==> config.mk <==
export PLATFORM = sky130hd
export DESIGN_NAME = mem_arbiter
export DESIGN_NICKNAME = d
export VERILOG_FILES = /design/src/rtl/mem_arbiter.sv
export SDC_FILE = /design/constraint.sdc
export NUM_CORES = 1
export LEC_CHECK = 0
export CORE_ASPECT_RATIO = 0.75
export CORE_MARGIN = 5
export CORE_UTILIZATION = 50
export DETAILED_ROUTE_END_ITERATION = 16
export DONT_BUFFER_PORTS = 1
export MAX_ROUTING_LAYER = met4
export PLACE_DENSITY = 0.71
export SLEW_MARGIN = 20
export SYNTH_ARGS = -nofsm -noshare
export SYNTH_HDL_FRONTEND = slang
export SYNTH_SLANG_ARGS = --single-unit
==> constraint.sdc <==
create_clock -name clk -period 13.4 [get_ports clk]
set_input_delay 2.01 -clock clk [delete_from_list [all_inputs] [get_ports clk]]
set_output_delay 2.01 -clock clk [all_outputs]
set_load 0.03 [all_outputs]
==> src/rtl/mem_arbiter.sv <==
// Two-port (instruction fetch / data) arbiter onto a shared byte-wide RAM; one 32-bit word = 4 byte cycles, big-endian.
// Optional MEM_ARB_RR_EN: round-robin on simultaneous requests instead of fixed data priority.
module mem_arbiter #(
  parameter int unsigned MEM_BYTES = 256
) (
  input  logic        clk,
  input  logic        reset,
  input  logic        if_req,
  input  logic [31:0] if_addr,
  output logic        if_ack,
  output logic [31:0] if_rdata,
  output logic        if_err,
  input  logic        d_req,
  input  logic        d_rw,
  input  logic [31:0] d_addr,
  input  logic [31:0] d_wdata,
  output logic        d_ack,
  output logic [31:0] d_rdata,
  output logic        d_err,
  output logic        ram_en,
  output logic        ram_rw,
  output logic [7:0]  ram_addr,
  output logic [7:0]  ram_wdata,
  input  logic [7:0]  ram_rdata,
  output logic        busy
);

  localparam int unsigned AW = 8;
  localparam int unsigned DW = 32;
  localparam logic [DW-1:0] MAX_BASE = DW'(MEM_BYTES - 4);

  typedef enum logic [1:0] {IDLE, XFER, DONE} state_t;

  state_t        state, state_n;
  logic [1:0]    cnt, cnt_n;
  logic          owner_d, owner_d_n;
  logic          rw, rw_n;
  logic [AW-1:0] base, base_n;
  logic [DW-1:0] wdata, wdata_n;
  logic [DW-1:0] rword, rword_n;
  logic          last_d, last_d_n;

  logic          if_ack_n, if_err_n, d_ack_n, d_err_n;
  logic [DW-1:0] if_rdata_n, d_rdata_n;
  logic          ram_en_n, ram_rw_n, busy_n;
  logic [AW-1:0] ram_addr_n, ram_wdata_n;

  logic          prio_d, grant_d, bad;
  logic [DW-1:0] sel_addr, sel_wdata;
  logic          sel_rw;
  logic [1:0]    rsh, wsh;

  // Tie-break between simultaneous requests
`ifdef MEM_ARB_RR_EN
  assign prio_d = !last_d;
`else
  assign prio_d = 1'b1;
`endif

  assign grant_d   = d_req && (!if_req || prio_d);
  assign sel_addr  = grant_d ? d_addr : if_addr;
  assign sel_rw    = grant_d ? d_rw : 1'b0;
  assign sel_wdata = grant_d ? d_wdata : '0;
  assign bad       = (sel_addr[1:0] != 2'b00) || (sel_addr > MAX_BASE);

  always_ff @(posedge clk or posedge reset) begin
    if (reset) begin
      state     <= IDLE;
      cnt       <= '0;
      owner_d   <= 1'b0;
      rw        <= 1'b0;
      base      <= '0;
      wdata     <= '0;
      rword     <= '0;
      last_d    <= 1'b0;
      if_ack    <= 1'b0;
      if_err    <= 1'b0;
      if_rdata  <= '0;
      d_ack     <= 1'b0;
      d_err     <= 1'b0;
      d_rdata   <= '0;
      ram_en    <= 1'b0;
      ram_rw    <= 1'b0;
      ram_addr  <= '0;
      ram_wdata <= '0;
      busy      <= 1'b0;
    end else begin
      state     <= state_n;
      cnt       <= cnt_n;
      owner_d   <= owner_d_n;
      rw        <= rw_n;
      base      <= base_n;
      wdata     <= wdata_n;
      rword     <= rword_n;
      last_d    <= last_d_n;
      if_ack    <= if_ack_n;
      if_err    <= if_err_n;
      if_rdata  <= if_rdata_n;
      d_ack     <= d_ack_n;
      d_err     <= d_err_n;
      d_rdata   <= d_rdata_n;
      ram_en    <= ram_en_n;
      ram_rw    <= ram_rw_n;
      ram_addr  <= ram_addr_n;
      ram_wdata <= ram_wdata_n;
      busy      <= busy_n;
    end
  end

  // Next state plus next values of every registered output
  always_comb begin
    state_n     = state;
    cnt_n       = cnt;
    owner_d_n   = owner_d;
    rw_n        = rw;
    base_n      = base;
    wdata_n     = wdata;
    rword_n     = rword;
    last_d_n    = last_d;
    if_ack_n    = 1'b0;
    if_err_n    = 1'b0;
    if_rdata_n  = if_rdata;
    d_ack_n     = 1'b0;
    d_err_n     = 1'b0;
    d_rdata_n   = d_rdata;
    ram_en_n    = 1'b0;
    ram_rw_n    = 1'b0;
    ram_addr_n  = '0;
    ram_wdata_n = '0;
    rsh         = 2'd3 - cnt;
    wsh         = 2'd0;

    case (state)
      IDLE: begin
        if (d_req || if_req) begin
          owner_d_n = grant_d;
          rw_n      = sel_rw;
          base_n    = sel_addr[AW-1:0];
          wdata_n   = sel_wdata;
          last_d_n  = grant_d;
          cnt_n     = '0;
          if (bad) begin
            state_n  = DONE;
            d_ack_n  = grant_d;
            d_err_n  = grant_d;
            if_ack_n = !grant_d;
            if_err_n = !grant_d;
          end else begin
            state_n     = XFER;
            ram_en_n    = 1'b1;
            ram_rw_n    = sel_rw;
            ram_addr_n  = sel_addr[AW-1:0];
            ram_wdata_n = sel_wdata[31:24];
          end
        end
      end
      XFER: begin
        if (!rw) rword_n[{rsh, 3'b000} +: 8] = ram_rdata;
        if (cnt == 2'd3) begin
          state_n  = DONE;
          d_ack_n  = owner_d;
          if_ack_n = !owner_d;
          if (!rw && owner_d)  d_rdata_n  = rword_n;
          if (!rw && !owner_d) if_rdata_n = rword_n;
        end else begin
          cnt_n       = cnt + 2'd1;
          wsh         = 2'd3 - cnt_n;
          ram_en_n    = 1'b1;
          ram_rw_n    = rw;
          ram_addr_n  = base + AW'(cnt_n);
          ram_wdata_n = wdata[{wsh, 3'b000} +: 8];
        end
      end
      DONE:    state_n = IDLE;
      default: state_n = IDLE;
    endcase

    busy_n = (state_n != IDLE);
  end

endmodule
After elaboration in Yosys (flattened, before gate mapping)
Index checks and enable logic that the tools add are counted. Widths: inputs -> output; s select.

Output and inout port bits: 87. Word-level logic and storage cells: 84. Bits in registers: 165. Input bits: 109.

Order comparisons: 1. Reduce and logical (&&, ||, !) cells: 15. Eq/ne operators: 4. Shifts and indexed selects: 3. Multiplexer cells: 38. Add/subtract/negate cells: 5.

Operators by type and width (count): $mux 32 (3); $mux 8 (6); $bwmux 32 (1); $gt 32x8->1 const B (1); $pmux 8 s2 (2); $shift 8x7->32 const A (1); $shiftx 32x6->8 (1); $shiftx 8x7->32 (1); $mux 1 (15); $mux 2 (5); $reduce_and 3->1 (3); $add 8x2->8 (1); $pmux 1 s2 (4); $pmux 2 s2 (2); $neg 5->7 (1); $reduce_bool 2->1 (3); $ne 2x2->1 const B (2); $sub 2x2->2 const A (2); $logic_not 1->1 (3); $add 2x1->2 const B (1); $eq 2x1->1 const B (1); $eq 2x2->1 const B (1); $logic_and 1x1->1 (2); $logic_not 2->1 (1); 2 further kinds (3).

Longest topological paths before layout
Gate-level depths: netlist of the first run.

Word-level depth: 7. Mapped depth: 10.

Least setup slack after synthesis of the first run
OpenSTA, ideal clock, no wires.

Path kind: input to register. Start point: input port d_req. End point: register ram_addr[2]. Library setup time: 0.101 ns. Slack: 10.181 ns. Arrival: 3.118 ns. Stages on the path: 6. Cell sequence: buf_6 nor4_2 nand4_1 o22a_1 buf_6 o32ai_1.

Longest elaborated chain between the ends: 6. Elaborated cells on any way between the ends: 8.

RTL lines: start, declared (line 13) `input logic d_req,`; $mux 32 (line 61) `assign sel_addr = grant_d ? d_addr : if_addr;`; $gt 32x8->1 or $reduce_bool 2->1 (tied branches) (line 64) `assign bad = (sel_addr[1:0] != 2'b00) || (sel_addr > MAX_BASE);`; $logic_or 1x1->1 (line 64); $mux 8 (line 142) `if (bad) begin`; $mux 8 (*) (line 135) `if (d_req || if_req) begin`; $pmux 8 s2 (*) (line 133) `case (state)`; net ram_addr_n[2] (line 46) `logic [AW-1:0] ram_addr_n, ram_wdata_n;`; end signal, assigned (line 104) `ram_addr <= ram_addr_n;`; end, declared (line 22) `output logic [7:0] ram_addr,`.

The timed path passes the listed nets; every way through them passes the cells marked *. A chain may end at the register's enable or synchronous reset.

Worst setup path after layout of the first run
Start point: register cnt[0]. End point: register rword[21].

Longest elaborated chain between the ends: 5. Elaborated cells on any way between the ends: 6.

RTL lines: start, declared (line 35) `logic [1:0] cnt, cnt_n;`; start signal, assigned (line 89) `cnt <= cnt_n;`; $sub 2x2->2 (*) (line 130) `rsh = 2'd3 - cnt;`; $neg 5->7 (*) (line 158) `if (!rw) rword_n[{rsh, 3'b000} +: 8] = ram_rdata;`; $shiftx 8x7->32 or $shift 8x7->32 (tied branches) (line 158); $bwmux 32 (*) (line 158); $mux 32 (*) (line 158); end signal, assigned (line 94) `rword <= rword_n;`; end, declared (line 40) `logic [DW-1:0] rword, rword_n;`.

Every way passes the cells marked *; elsewhere a longest branch is shown, timed or not.

==> results of run 1 <==
## layer usage
layer | track usage (%) | routed length (microns) | vias up
met5 | - | 0 | -
met2 | 30.5 | 7780 | 188
met3 | 10.1 | 1790 | 10
li1 | - | - | 2206
met1 | 29.8 | 7950 | 2491
met4 | 5.58 | 131 | 0
## per-stage QoR
stage          total power [mW]  hold WS (ns)  setup WS, ns
2_1_floorplan             0.605         0.454          6.93
6_report                   1.10         0.495         10.17
5_1_grt                    1.14         0.513          9.87
3_5_place_dp              0.622         0.484          9.52
3_3_place_gp              0.618         0.479          9.75
4_1_cts                    1.11         0.499          9.51
## cell type report
class | count | area, sq um | share of cell area [%]
Sequential cell | 165 | 4130 | 54.1
Multi-Input combinational cell | 386 | 2610 | 34.2
Clock buffer | 21 | 460 | 6.03
Tap cell | 175 | 219 | 2.87
Clock inverter | 8 | 126 | 1.66
Timing Repair Buffer | 7 | 56.3 | 0.737
Inverter | 7 | 31.3 | 0.410
## worst reg2reg max path, stage by stage, from the launching register on
cell and delay [ns]:
dfrtp_2 0.74, inv_1 0.20, ha_1 0.70, nor4bb_2 0.79
nand2_1 0.11, nor2_1 0.40, a22o_1 0.23
## logic make-up after synthesis
group                    count (synthesis)  share of synthesized area (%)
AND/OR/NAND/NOR                        160                           11.1
AO/OA/AOI/OAI                          202                           20.7
multiplexers                            11                           3.01
buffers and inverters                   65                           3.90
flip-flops                             165                           59.1
adder cells (fa/ha/maj)                  8                           1.54
XOR/XNOR                                 5                          0.627
## cell usage after synthesis, types with 2 or more instances
cell / count / share of area, %
dfrtp_1: 165 / 59
o31ai_1: 2 / 0.21
o32ai_1: 5 / 0.63
nor2_1: 42 / 2.3
a22o_1: 66 / 8.3
inv_1: 7 / 0.38
mux2i_1: 3 / 0.43
nand3b_1: 4 / 0.43
a32oi_1: 32 / 4.0
nand3_1: 4 / 0.29
and2_1: 3 / 0.27
a21oi_1: 33 / 2.4
clkbuf_1: 45 / 2.4
nor3_2: 2 / 0.29
nor3_1: 3 / 0.21
o21ai_0: 43 / 3.1
nor4bb_1: 3 / 0.43
o21a_1: 2 / 0.21
buf_6: 2 / 0.32
a22oi_1: 5 / 0.54
nand2b_1: 5 / 0.45
buf_2: 11 / 0.79
a21o_1: 4 / 0.43
ha_1: 7 / 1.3
xor2_1: 5 / 0.63
nand2_1: 63 / 3.4
or2_2: 5 / 0.45
o21ai_1: 5 / 0.36
nor4_1: 8 / 0.72
mux4_2: 8 / 2.6
nand4_1: 12 / 1.1
## registers in the layout, summed over array words and instances, names as in the netlist, 2 cells and up
| register | count |
|---|---|
| rword | 32 |
| base | 8 |
| wdata | 32 |
| if_rdata | 32 |
| cnt | 2 |
| state | 2 |
| d_rdata | 32 |
| ram_addr | 8 |
| ram_wdata | 8 |
## where the power goes
part / total [mW] / switching [mW] / internal [mW]
Combinational: 0.0713 / 0.0404 / 0.0309
Sequential: 0.542 / 0.0217 / 0.520
Clock: 0.488 / 0.188 / 0.300
## cells in the final DEF, fill, tap and decap left out, drive strengths merged, types with 3 or more instances in the layout
cell type / instances
o21ai: 48
a22oi: 5
nand3b: 4
a21oi: 33
nor3: 5
mux2i: 3
nand2: 63
bufinv: 3
o32ai: 5
clkinvlp: 3
a22o: 66
a21o: 4
ha: 7
nand3: 4
or2: 5
nor2: 42
nor4bb: 3
dfrtp: 165
xor2: 5
nand2b: 5
mux4: 8
clkbuf: 21
inv: 8
buf: 7
nand4: 12
a32oi: 32
and2: 3
nor4: 9
## path summary, 6_finish.rpt
kind / slack, ns / to / startpoint
max reg2reg: 10.17 / rword[21] / cnt[0]
max: 10.17 / rword[21] / cnt[0]
min: 0.49 / wdata[6] / wdata[6]
min in group asynchronous: 1.58 / if_err / reset
max in group asynchronous: 10.62 / if_rdata[3] / reset
min reg2reg: 0.49 / wdata[6] / wdata[6]
==> flow_summary_export.csv, run 1 <==
group,metric,value,unit
synth,synth_edf_count,0,
global_routing,antenna_found_initial,0,
synth,synthCells,616,
sta,post-route-period-util,24.1,%
drt,drt_iter0_drc,446,
power,vdd_drop_max,0.000101,V
drt,detail_route.first_pass.iterations,4,
hold_path,holdPathStages,1,
global_routing,grt_pass1_wl,27200,microns
power,power.density,144,nW/um^2
die,start_util,51.0,%
synth,synth_flop_cell,"dfrtp_1",
sta,slew_violations,0,
placed_design,io_buffers,0,
critical_path,cp-end-kind,"register",
cells_and_area,num-fill-cells,1140,
placed_design,dpl.hpwl,12300,microns
hold_path,hold_path_class,"reg -> reg",
sta,final.setup.tns,0,ns
drt,ant_nets,0,
critical_path,start_kind,"register",
global_routing,grt_pass1_vias,4761,
clock_network,clock_latency,0.43,ns
status,outcome,"complete, no violations",
cells_and_area,syn2layout_area_growth,9.30,%
sta,fin_crit,3.23,ns
placed_design,gp_congestion,0.825,
sta,relSlewSlack,39.8,%
cells_and_area,post-route-util,55.7,%
critical_path,arrival,3.59,ns
synth,synthDistinctLibCells,43,
cells_and_area,fin_nets,701,
run,maxCapViolCount,0,
clock_network,cts_buffer_depth,2,
die,rows,37,
sta,tightestPinTransition,0.899,ns
synth,ys_ff_latch,165,
power,leakage,3.23,nW
clock_network,root_buffer,"clkbuf_16",
sta,setup_viol,0,
clock_network,htree_levels,4,
synth,ys_seq_area_share,59.1,%
placed_design,dpl_cell_area,7030,sq um
die,io_pins,196,
clock_network,cts_sinks,165,
sta,rsz0062_at_grt,"no",
drt,vias,4895,
clock_network,cts_resized,0,
critical_path,path_buf_inv,1,
critical_path,crit_cells,6,
die,fp.dieW,146,microns
clock_network,cts_setup_buffers,0,
drt,wirelength,17600,microns
die,fp.dieH,112,microns
drt,avgRoutedWirePerCell,22.9,microns
drt,viasPerCell,6.37,
critical_path,cp_max_fo,25,
drt,drc,0,
synth,syn_area,6990,sq um
clock_network,tritoncts,"done",
clock_network,clkSlewWorstSetupHoldPaths,0.06,ns
clock_network,cts_hold_buf,0,
critical_path,crit_chain,"inv_1, ha_1, nor4bb_2, nand2_1, nor2_1, a22o_1",
cells_and_area,final_cells,769,
die,die-area,16500,sq um
synth,ys_warn_count,0,
sta,hold_viol,0,
global_routing,grt_use_total,22.1,%
die,fp.coreArea,13700,sq um
global_routing,grt_max_degree,85,
critical_path,cp.required,13.76,ns
cells_and_area,drive_gt1_share,9.43,%
cells_and_area,final_area,7630,sq um
critical_path,critPathTopFamily,"simple AND/OR/NAND/NOR gates",
sta,fmax,0.310,GHz
clock_network,cts_buffers,17,
placed_design,dp_cells,740,
synth,syn_avg_cell_area,11.3,sq um
cells_and_area,diodes,0,
critical_path,rr_worst_depth,6,
critical_path,crit_slowest_cell,"nor4bb_2",
global_routing,grt_overflow_total,0,
synth,synthesis.nets,733,
synth,async_flop_share,100,%
critical_path,slowest_delay,0.79,ns
sta,skew,0.0107,ns
critical_path,path_class,"reg -> reg",
No activity file was read; power rests on OpenSTA's default activity.
==> run 2: changes to the inputs <==
==> constraint.sdc (replaced) <==
create_clock -name clk -period 3.3 [get_ports clk]
set_input_delay 0.495 -clock clk [delete_from_list [all_inputs] [get_ports clk]]
set_output_delay 0.495 -clock clk [all_outputs]
set_load 0.03 [all_outputs]
==> run 2 against run 1 <==
Net effect:
- global-route usage rose by 0.83 points
- final cell count up 0.78%
- register-to-register slack worse by 9.4 ns
- first-iteration DRC count decreased by 1.3%
- clock skew fell by 0.0027 ns
- combinational power grew to 4.1 times the previous value
==> flow_summary_export.csv, run 2 (synthesized netlist as in run 1, its figures left out) <==
group,metric,value,unit
sta,final.setup.tns,0,ns
die,die-area,16500,sq um
cells_and_area,num-fill-cells,1145,
critical_path,cp-end-kind,"register",
critical_path,cp_max_fo,14,
sta,post-route-period-util,76.0,%
die,fp.dieH,112,microns
power,vdd_drop_max,0.000372,V
sta,slew_violations,0,
clock_network,cts_setup_buffers,0,
critical_path,path_class,"reg -> reg",
clock_network,tritoncts,"done",
clock_network,cts_hold_buf,0,
cells_and_area,layout_common_cells,"dfrtp_1 (165), a22o_1 (66), nand2_1 (63)",
power,switching_power,1.05,mW
sta,hold_viol,0,
status,outcome,"complete, no violations",
cells_and_area,final_cells,775,
cells_and_area,fin_nets,704,
placed_design,dpl.hpwl,12300,microns
cells_and_area,multi_input_area,2600,sq um
die,io_pins,196,
sta,fmax,0.399,GHz
clock_network,cts_buffers,17,
cells_and_area,drive_gt1_share,9.83,%
clock_network,cts_buffer_depth,2,
critical_path,arrival,2.86,ns
sta,relSlewSlack,24.8,%
power,leakage,3.27,nW
sta,setup_viol,0,
drt,drc,0,
global_routing,grt_overflow_total,0,
placed_design,io_buffers,0,
sta,rsz0062_at_grt,"no",
sta,skew,0.00801,ns
critical_path,crit_chain,"inv_1, ha_1, nor4bb_1, buf_4, nand2_1, nor2_1, a22o_1",
sta,fin_crit,2.51,ns
cells_and_area,post-route-util,56.2,%
global_routing,grt_pass1_vias,4967,
placed_design,dpl_cell_area,7070,sq um
clock_network,htree_levels,4,
clock_network,cts_resized,0,
drt,ant_nets,0,
sta,tightestPinTransition,1.13,ns
die,fp.coreArea,13700,sq um
placed_design,post-place-ws,0.824,ns
die,fp.dieW,146,microns
clock_network,cts_sinks,165,
global_routing,antenna_found_initial,0,
drt,wirelength,17900,microns
global_routing,grt_pass1_wl,28600,microns
critical_path,crit_slowest_cell,"ha_1",
power,p_comb_share,6.3,%
drt,viasPerCell,6.46,
critical_path,cp.required,3.66,ns
run,maxCapViolCount,0,
cells_and_area,mostFrequentLayoutCell,"dfrtp_1",
sta,setup_ws,0.791,ns
placed_design,gp_congestion,0.806,
drt,detail_route.first_pass.iterations,6,
power,seqPwrFrac,47.8,%
die,start_util,51.0,%
drt,drt_iter0_drc,440,
clock_network,clock_latency,0.42,ns
critical_path,start_kind,"register",
cells_and_area,area.sequential,4130,sq um
drt,vias,5006,
power,power.density,597,nW/um^2
cells_and_area,final_area,7700,sq um
global_routing,grt_max_degree,166,
critical_path,slowest_delay,0.69,ns
placed_design,dp_cells,743,
cells_and_area,diodes,0,
hold_path,hold_path_class,"in -> async",
power,pwr-share-clk,45.9,%
clock_network,clkSlewWorstSetupHoldPaths,0.07,ns
die,rows,37,
power,p_int,3.55,mW
cells_and_area,syn2layout_area_growth,10.2,%
clock_network,root_buffer,"clkbuf_16",
drt,avgRoutedWirePerCell,23.1,microns
global_routing,grt_use_total,22.9,%
power,p_sw_share,22.8,%
run 2: critical path, delay by kind of cell, from the launching register on:
family | cells | cell delay (ns)
buf+inv | 2 | 0.30
fa+ha+maj | 1 | 0.69
simple gates | 3 | 0.78
flops | 1 | 0.43
compound gates | 1 | 0.24
run 2: final cells by class:
class,instances,area share (%)
well taps,175,2.84
multi-input cells,386,33.8
inverters,7,0.390
flip-flops and latches,165,53.6
clock buffers,21,5.98
repair buffers,10,1.14
clock inverters,11,2.26
run 2: metal layers:
metal	part of all wire, %	global-route usage, %	up-vias
met1	44	31.5	2513
met3	10	8.96	31
met2	44	31.4	247
li1	-	-	2215
met5	0	-	-
met4	1.6	6.95	0
run 2: power groups by stage:
stage	Clock, mW	Sequential [mW]	Combinational, mW
6_report	2.11	2.20	0.291
4_1_cts	2.15	2.20	0.294
3_3_place_gp	0	2.23	0.283
3_5_place_dp	0	2.23	0.294
2_1_floorplan	0	2.20	0.258
5_1_grt	2.25	2.21	0.327
run 2: stage by stage:
step | power (mW) | hold slack (ns)
floorplan | 2.46 | 0.454
global placement | 2.51 | 0.480
detailed placement | 2.53 | 0.483
CTS | 4.64 | 0.187
global route | 4.79 | 0.184
finish | 4.60 | 0.143
run 2: final timing paths:
| kind | from | endpoint | slack, ns | depth (start not counted) |
|---|---|---|---|---|
| setup / recovery | cnt[1] | rword[18] | 0.79 | 7 |
| hold / removal | reset | ram_addr[3] | 0.14 | 2 |
| setup reg to reg | cnt[1] | rword[18] | 0.79 | 7 |
| hold reg to reg | wdata[28] | wdata[28] | 0.49 | 1 |
| max in group asynchronous | reset | wdata[3] | 2.43 | 2 |
| min in group clk | d_wdata[14] | wdata[14] | 0.21 | 1 |
==> run 3: changes to the inputs <==
--- a/config.mk
+++ b/config.mk
@@ -11,7 +11,7 @@
 export DETAILED_ROUTE_END_ITERATION = 16
 export DONT_BUFFER_PORTS = 1
 export MAX_ROUTING_LAYER = met4
-export PLACE_DENSITY = 0.71
+export PLACE_DENSITY = 0.74
 export SLEW_MARGIN = 20
 export SYNTH_ARGS = -nofsm -noshare
 export SYNTH_HDL_FRONTEND = slang
==> constraint.sdc (replaced) <==
create_clock -name clk -period 2.3 [get_ports clk]
set_input_delay 0.345 -clock clk [delete_from_list [all_inputs] [get_ports clk]]
set_output_delay 0.345 -clock clk [all_outputs]
set_load 0.03 [all_outputs]
==> run 3 against run 2 <==
Net effect:
- utilization grew 0.86 points
- die area is the same
- critical path type unchanged
- sequential share of layout area shrank 0.79 points
- sequential power grew 43%
- non-clock buffer count grew 14
- sequential cell count is the same
- via count grew 1.3%
- critical path depth is the same
- global-route usage shrank 0.26 points
- wire length shrank 0.57%
- register-to-register slack lost 0.60 ns
- maximum frequency grew 19%
==> flow_summary_export.csv, run 3 (synthesized netlist as in run 1, its figures left out) <==
group,metric,value,unit
cells_and_area,multi_input_area,2610,sq um
drt,vias,5073,
sta,setup_viol,0,
critical_path,path_buf_inv,2,
sta,fin_crit,2.11,ns
clock_network,clock_latency,0.42,ns
power,power.density,837,nW/um^2
clock_network,cts_buffer_depth,2,
global_routing,grt_max_degree,84,
critical_path,crit_chain,"inv_1, ha_1, inv_1, fa_1, nand3b_1, xor2_1, o32ai_1",
placed_design,dpl.hpwl,12500,microns
critical_path,rr_worst_depth,7,
drt,drc,0,
clock_network,cts_buffers,17,
cells_and_area,mostFrequentLayoutCell,"dfrtp_1",
clock_network,root_buffer,"clkbuf_16",
global_routing,grt_use_total,22.6,%
sta,hold_ws,0.0562,ns
placed_design,dp_cells,756,
sta,slew_violations,0,
clock_network,clkSlewWorstSetupHoldPaths,0.07,ns
cells_and_area,final_area,7820,sq um
sta,skew,0.00872,ns
sta,post-route-period-util,91.6,%
die,die-area,16500,sq um
global_routing,grt_pass1_vias,4994,
critical_path,cp_max_fo,8,
die,io_pins,196,
sta,setup_ws,0.194,ns
placed_design,dpl_cell_area,7190,sq um
critical_path,path_class,"reg -> reg",
cells_and_area,drive_gt1_share,12.2,%
die,start_util,51.0,%
run,maxCapViolCount,0,
critical_path,crit_slowest_cell,"dfrtp_2",
critical_path,cp.required,2.61,ns
hold_path,holdPathStages,1,
placed_design,post-place-ws,0.0456,ns
global_routing,grt_overflow_total,0,
power,vdd_drop_max,0.000549,V
clock_network,tritoncts,"done",
critical_path,start_kind,"register",
critical_path,arrival,2.42,ns
cells_and_area,final_cells,789,
critical_path,crit_cells,7,
cells_and_area,num-fill-cells,1093,
sta,tightestPinTransition,0.831,ns
die,fp.dieH,112,microns
cells_and_area,syn2layout_area_growth,11.9,%
die,fp.coreArea,13700,sq um
power,leakage,3.34,nW
placed_design,gp_congestion,0.849,
die,rows,37,
drt,avgRoutedWirePerCell,22.6,microns
cells_and_area,fin_nets,718,
global_routing,antenna_found_initial,0,
cells_and_area,layout_common_cells,"dfrtp_1 (164), a22o_1 (66), nand2_1 (63)",
drt,viasPerCell,6.43,
die,fp.dieW,146,microns
clock_network,cts_sinks,165,
drt,detail_route.first_pass.iterations,5,
status,outcome,"complete, no violations",
hold_path,hold_path_class,"in -> reg",
critical_path,slowest_delay,0.44,ns
sta,hold_viol,0,
critical_path,cp-end-kind,"register",
drt,ant_nets,0,
cells_and_area,area.sequential,4130,sq um
drt,drt_iter0_drc,420,
placed_design,io_buffers,0,
global_routing,grt_pass1_wl,28600,microns
sta,fmax,0.475,GHz
sta,rsz0062_at_grt,"no",
drt,wirelength,17800,microns
cells_and_area,diodes,0,
sta,relSlewSlack,44.4,%
critical_path,critPathTopFamily,"adder cells",
critical_path,crit_top_cell,"inv_1",
clock_network,htree_levels,4,
[run 3: cell types whose count changed in the layout (fill, tap and decap cells not counted)]
cell / change
dfrtp_2: +1
dlygate4sd3_1: +1
buf_4: +11
inv_6: +3
clkinvlp_4: -2
buf_12: +2
bufinv_16: -1
dfrtp_1: -1
inv_8: +1
nor2_1: -2
clkbuf_8: -1
nor2_2: +2
[run 3: worst register-to-register path: stages, from the launching register on]
cell      delay (ns)
dfrtp_2         0.44
inv_1           0.10
ha_1            0.42
inv_1           0.12
fa_1            0.44
nand3b_1        0.19
xor2_1          0.15
o32ai_1         0.14
[run 3: what timing repair did]
item                                   CTS  global route
hold buffers                             1             0
endpoints found under the hold margin  165             0
buffers inserted                         0             0
gates resized for setup                  0             3
setup endpoints to repair                0            35
[run 3: power breakdown]
part / total [mW] / internal [mW] / switching (mW)
Sequential: 3.15 / 3.03 / 0.127
Clock: 2.95 / 1.76 / 1.19
Combinational: 0.441 / 0.197 / 0.244
Total: 6.55 / 4.99 / 1.56
[run 3: worst paths after layout]
check                            startpoint           to  slack [ns]
min in group asynchronous             reset         busy        0.54
worst max-delay path                 cnt[0]  ram_addr[6]        0.19
worst min register to register    wdata[28]    wdata[28]        0.49
max in group asynchronous             reset    wdata[26]        1.39
worst max register to register       cnt[0]  ram_addr[6]        0.19
worst min-delay path            d_wdata[21]    wdata[21]        0.06
[run 3: final cells by class]
cell class	instances	area share (%)
Inverter	7	0.384
Tap cell	175	2.80
Sequential cell	165	52.8
Multi-Input combinational cell	386	33.3
Clock inverter	12	2.13
Clock buffer	20	5.71
Timing Repair Buffer	24	2.82
[run 3: per-stage QoR]
step	setup TNS, ns	utilization (%)	total power [mW]
after global placement	0	52.5	3.62
final	0	57.1	6.55
after detailed placement	0	52.5	3.65
after floorplan	-24.88	-	3.53
after global routing	0	57.1	6.81
after CTS	0	57.0	6.61
[run 3: layer usage]
layer | wire length, microns | vias up | track usage [%]
met5 | 0 | - | -
met4 | 199 | 0 | 5.83
met3 | 1580 | 23 | 8.27
met2 | 8120 | 216 | 31.6
met1 | 7930 | 2591 | 31.6
li1 | - | 2243 | -
